[config.mk]
export PLATFORM = sky130hd
export DESIGN_NAME = pipelined_cla_adder
export DESIGN_NICKNAME = d
export VERILOG_FILES = /design/src/rtl/pipelined_cla_adder.sv
export SDC_FILE = /design/constraint.sdc
export NUM_CORES = 1
export LEC_CHECK = 0
export ABC_AREA = 1
export CAP_MARGIN = 15
export CORE_MARGIN = 2
export CORE_UTILIZATION = 56
export CTS_CLUSTER_DIAMETER = 100
export DETAILED_ROUTE_END_ITERATION = 16
export PLACE_DENSITY = 0.85
export REMOVE_ABC_BUFFERS = 1
export SYNTH_ARGS = -nofsm -noshare
export SYNTH_HDL_FRONTEND = slang
export SYNTH_SLANG_ARGS = --single-unit
[constraint.sdc]
create_clock -name Clk -period 2.9 [get_ports Clk]
set_input_delay 0.58 -clock Clk [delete_from_list [all_inputs] [get_ports Clk]]
set_output_delay 0.58 -clock Clk [all_outputs]
set_load 0.1 [all_outputs]
[src/rtl/pipelined_cla_adder.sv]
// Pipelined add/subtract unit: each stage resolves one N/STAGES-bit segment with
// BLOCK-bit carry-lookahead groups and hands its registered carry to the next stage.
module pipelined_cla_adder #(
   parameter int N      = 32,
   parameter int STAGES = 4,
   parameter int BLOCK  = 4
) (
   input  logic         Clk,
   input  logic         Rst_n,
   input  logic         In_Valid,
   output logic         In_Ready,
   input  logic [N-1:0] Inp1,
   input  logic [N-1:0] Inp2,
   input  logic         Cin,
   input  logic         Sub,
   output logic         Out_Valid,
   input  logic         Out_Ready,
   output logic [N-1:0] Result,
   output logic         Cout,
   output logic         Ovf,
   output logic         Zero
);
   localparam int SEG    = N / STAGES;
   localparam int GROUPS = SEG / BLOCK;

   typedef struct packed {
      logic [SEG-1:0] sum;
      logic           cout;
      logic           cmsb;
   } seg_res_t;

   // Carries inside a group are expanded from the group carry-in; groups chain via G/P.
   function automatic seg_res_t cla_segment(input logic [SEG-1:0] a,
                                            input logic [SEG-1:0] b,
                                            input logic           c0);
      seg_res_t       r;
      logic [SEG-1:0] g;
      logic [SEG-1:0] p;
      logic [SEG-1:0] c;
      logic           blk_c;
      logic           blk_g;
      logic           blk_p;
      logic           term;
      g     = a & b;
      p     = a ^ b;
      c     = '0;
      blk_c = c0;
      for (int k = 0; k < GROUPS; k++) begin
         for (int i = 0; i < BLOCK; i++) begin
            term = blk_c;
            for (int j = 0; j < i; j++) term = term & p[k*BLOCK+j];
            c[k*BLOCK+i] = term;
            for (int j = 0; j < i; j++) begin
               term = g[k*BLOCK+j];
               for (int m = j + 1; m < i; m++) term = term & p[k*BLOCK+m];
               c[k*BLOCK+i] = c[k*BLOCK+i] | term;
            end
         end
         blk_g = 1'b0;
         blk_p = 1'b1;
         for (int j = 0; j < BLOCK; j++) begin
            term = g[k*BLOCK+j];
            for (int m = j + 1; m < BLOCK; m++) term = term & p[k*BLOCK+m];
            blk_g = blk_g | term;
            blk_p = blk_p & p[k*BLOCK+j];
         end
         blk_c = blk_g | (blk_p & blk_c);
      end
      r.sum  = p ^ c;
      r.cout = blk_c;
      r.cmsb = c[SEG-1];
      return r;
   endfunction

   logic         valid_q [STAGES];
   logic [N-1:0] a_q     [STAGES];
   logic [N-1:0] b_q     [STAGES];
   logic [N-1:0] sum_q   [STAGES];
   logic         carry_q [STAGES];
   logic         ovf_q;
   logic         zero_q;

   logic [N-1:0] a_d     [STAGES];
   logic [N-1:0] b_d     [STAGES];
   logic [N-1:0] sum_d   [STAGES];
   logic         carry_d [STAGES];
   logic         ovf_d;
   logic         zero_d;
   logic         advance;

   assign advance   = !Out_Valid || Out_Ready;
   assign In_Ready  = advance;
   assign Out_Valid = valid_q[STAGES-1];
   assign Result    = sum_q[STAGES-1];
   assign Cout      = carry_q[STAGES-1];
   assign Ovf       = ovf_q;
   assign Zero      = zero_q;

   // Stage s resolves segment s; operands and finished sum bits ride along unchanged.
   always_comb begin
      seg_res_t     seg;
      logic [N-1:0] part;
      a_d[0]     = Inp1;
      b_d[0]     = Sub ? ~Inp2 : Inp2;
      seg        = cla_segment(a_d[0][SEG-1:0], b_d[0][SEG-1:0], Cin);
      part       = '0;
      part[SEG-1:0] = seg.sum;
      sum_d[0]   = part;
      carry_d[0] = seg.cout;
      for (int s = 1; s < STAGES; s++) begin
         a_d[s]     = a_q[s-1];
         b_d[s]     = b_q[s-1];
         seg        = cla_segment(a_q[s-1][s*SEG +: SEG], b_q[s-1][s*SEG +: SEG], carry_q[s-1]);
         part       = sum_q[s-1];
         part[s*SEG +: SEG] = seg.sum;
         sum_d[s]   = part;
         carry_d[s] = seg.cout;
      end
      ovf_d  = seg.cout ^ seg.cmsb;
      zero_d = (sum_d[STAGES-1] == '0);
   end

   // One global enable: the whole pipe shifts together or holds together.
   always_ff @(posedge Clk or negedge Rst_n) begin
      if (!Rst_n) begin
         for (int s = 0; s < STAGES; s++) begin
            valid_q[s] <= 1'b0;
            a_q[s]     <= '0;
            b_q[s]     <= '0;
            sum_q[s]   <= '0;
            carry_q[s] <= 1'b0;
         end
         ovf_q  <= 1'b0;
         zero_q <= 1'b0;
      end else if (advance) begin
         valid_q[0] <= In_Valid;
         for (int s = 1; s < STAGES; s++) valid_q[s] <= valid_q[s-1];
         for (int s = 0; s < STAGES; s++) begin
            a_q[s]     <= a_d[s];
            b_q[s]     <= b_d[s];
            sum_q[s]   <= sum_d[s];
            carry_q[s] <= carry_d[s];
         end
         ovf_q  <= ovf_d;
         zero_q <= zero_d;
      end
   end

endmodule

==> flow_metrics.env <==
export IMPL_status="finished clean"
export IMPL_synthMuxAreaShare=0
export IMPL_clockBufferDepth=2
export IMPL_startpoint_type="flip-flop"
export IMPL_ant_nets=0
export IMPL_core_um2=15200
export IMPL_r2r_slack_ps=360
export IMPL_synth_top_family_by_area="simple AND/OR/NAND/NOR gates"
export IMPL_fin_crit_sh=0.876
export IMPL_num_nets_final=1190
export IMPL_synth_compound_area_frac=0.0758
export IMPL_die_h_um=129
export IMPL_globalplace_congestion=0.819
export IMPL_synthArstFlopShare=1.00
export IMPL_synthCells=981
export IMPL_grt_pass1_vias=6189
export IMPL_area_growth_pct=19.1
export IMPL_cts_setup_buffers=0
export IMPL_finalSetupViolCount=0
export IMPL_intPower_w=0.00683
export IMPL_switching_share=0.458
export IMPL_timing_rr_start="a_d[27]$_DFFE_PN0P_"
export IMPL_worst_pin_slew_ps=620
export IMPL_final_cell_mix="nand2_1 (367), dfrtp_1 (186), o21ai_0 (108)"
export IMPL_synthDistinctLibCells=28
export IMPL_boundaryPins=107
export IMPL_cts_sinks=186
export IMPL_maxSlewViolCount=0
export IMPL_power_w=0.0126
export IMPL_die_w_um=129
export IMPL_cts_resized=0
export IMPL_die_area_um2=16600
export IMPL_wire_per_inst_um=13.2
export IMPL_final_util=0.684
export IMPL_finalCriticalPeriod_ps=2540
export IMPL_port_buffers=106
export IMPL_dp_hpwl_um=11100
export IMPL_antenna_found_initial=2
export IMPL_drive_above_1_share=0.0812
export IMPL_rsz0062_at_grt="false"
export IMPL_hold_viol_final=0
export IMPL_max_cap_violations=0
export IMPL_slew_headroom=0.587
export IMPL_vias=6496
export IMPL_grt_use_total=0.216
export IMPL_clk_latency_ps=430
export IMPL_design_area_um2=10400
export IMPL_ys_flop_type="dfrtp_1"
export IMPL_clkPwrFrac=0.180
export IMPL_layout_commonest_cell="nand2_1"
export IMPL_synth_xor_xnor_area_share=0.0462
export IMPL_vdd_drop_max_uv=698
export IMPL_placed_area_um2=9820
export IMPL_avgSynthCellArea_um2=8.90
export IMPL_cts_tree="yes"
export IMPL_cts_hold_buf=0
export IMPL_grt_pass1_wl_um=28500
export IMPL_rows=45
export IMPL_crit_fanout=6
export IMPL_end_kind="flip-flop"
export IMPL_ys_ff_latch=186
export IMPL_drcViolationCount=0
export IMPL_holdWs_ps=180
export IMPL_synth_simple_area_share=0.208
export IMPL_h_tree_depth=4
export IMPL_routed_wl_um=16700
export IMPL_p_leak_nw=5.13
export IMPL_synth_edf_count=0
export IMPL_clkTransAtPathRegs_ps=60
export IMPL_seq_power_share=0.350
export IMPL_synthAdderAreaFrac=0.0757
export IMPL_r2r_end="Zero$_DFFE_PN0P_"
export IMPL_rr_worst_depth=12
export IMPL_drtIter0Drc=453
export IMPL_max_freq_mhz=394
export IMPL_p_per_area_nw_per_um2=1210
export IMPL_grt_max_degree=78
export IMPL_numCtsBuffers=17
export IMPL_start_util=0.574
export IMPL_dr_pass1_iters=5
export IMPL_skew_ps=6.24
export IMPL_viasPerCell=5.10
export IMPL_cts_root_buf="clkbuf_16"
export IMPL_hp_class="input pin to async pin"
export IMPL_cp_data_arrival_time_ps=2910
export IMPL_worstSetupPathType="flip-flop to flip-flop"
export IMPL_ys_warn_count=0
export IMPL_cp_required_ps=3270
export IMPL_yosysSeqAreaShare=0.533
export IMPL_syn_cell_area_um2=8730
export IMPL_combPwrFrac=0.470
export IMPL_overflow=0
export IMPL_switchingPower_w=0.00576
power groups by stage:
| stage | registers (W) | logic (W) | clock network [W] |
|---|---|---|---|
| final | 0.00441 | 0.00591 | 0.00227 |
| after global routing | 0.00455 | 0.00654 | 0.00240 |
| after CTS | 0.00441 | 0.00594 | 0.00230 |
| after detailed placement | 0.00444 | 0.00586 | 0 |
| after global placement | 0.00439 | 0.00568 | 0 |
| after floorplan | 0.00601 | 0.00280 | 0 |
layer usage:
| layer | up-vias | routed length (um) | share of wire | GRT usage |
|---|---|---|---|---|
| met5 | - | 16 | 0.00096 | 0 |
| met4 | 2 | 319 | 0.019 | 0.0806 |
| met3 | 28 | 609 | 0.036 | 0.0432 |
| met1 | 3058 | 7430 | 0.44 | 0.280 |
| li1 | 3279 | - | - | - |
| met2 | 129 | 8370 | 0.50 | 0.364 |
logic make-up after synthesis:
logic type	Yosys count
AND/OR/NAND/NOR	454
flip-flops	186
AO/OA/AOI/OAI	131
buffers and inverters	116
adder cells (fa/ha/maj)	48
XOR/XNOR	46
worst max path at each step:
stage,startpoint,to,cells after the start
after floorplan,Out_Valid$_DFFE_PN0P_,Ovf$_DFFE_PN0P_,6
after global placement,Inp2[0],sum_d[71]$_DFFE_PN0P_,14
after detailed placement,Inp2[0],sum_d[71]$_DFFE_PN0P_,14
after CTS,Inp2[0],sum_d[71]$_DFFE_PN0P_,14
after global routing,Inp2[0],sum_d[71]$_DFFE_PN0P_,14
final,a_d[27]$_DFFE_PN0P_,Zero$_DFFE_PN0P_,12
cells in the mapped netlist (3+ instances only):
master,n,area share
buf_6,5,0.0064
inv_1,70,0.030
nand2_1,367,0.16
nand4_1,15,0.011
buf_4,10,0.0086
ha_1,40,0.057
o21ai_0,108,0.062
xnor2_1,32,0.032
or2_2,3,0.0022
nand3_1,21,0.012
nand3b_1,3,0.0026
nor2_1,38,0.016
clkbuf_1,10,0.0043
xor2_1,14,0.014
fa_1,8,0.018
dfrtp_1,186,0.53
a21oi_1,8,0.0046
a31oi_1,3,0.0022
nor3_1,3,0.0017
buf_2,19,0.011
o21ai_1,11,0.0063
registers in the layout (all words and copies together), names as in the netlist:
signal and cells:
carry_q 3, sum_d 48, valid_q 3, a_d 48, Cout 1, Ovf 1
Out_Valid 1, b_d 48, Zero 1, Result 32
layout make-up:
| type | instances | area [um^2] |
|---|---|---|
| inverters | 72 | 277 |
| flip-flops and latches | 186 | 4650 |
| clock inverters | 12 | 124 |
| multi-input cells | 679 | 3540 |
| clock buffers | 19 | 453 |
| well taps | 188 | 235 |
| diodes | 1 | 2.50 |
| fillers | 1207 | 4800 |
| repair buffers | 116 | 1120 |
per-stage QoR:
step / TNS, ps / instances / setup WS, ps
global placement: 0 / 1241 / 35.7
floorplan: -82040 / 937 / -769
CTS: 0 / 1272 / 375
finish: 0 / 1273 / 359
global route: 0 / 1273 / 204
detailed placement: -101 / 1241 / -101
critical path: stages, from the launching register on:
cell	delay [ps]
dfrtp_1	380
ha_1	380
nand3_1	140
nand4_1	140
or2_2	330
fa_1	460
inv_1	90
nand2_1	50
nor2_1	160
nand2_1	80
nor2_1	120
nand4_1	90
nand2_1	70
No activity file was read; power rests on OpenSTA's default activity.
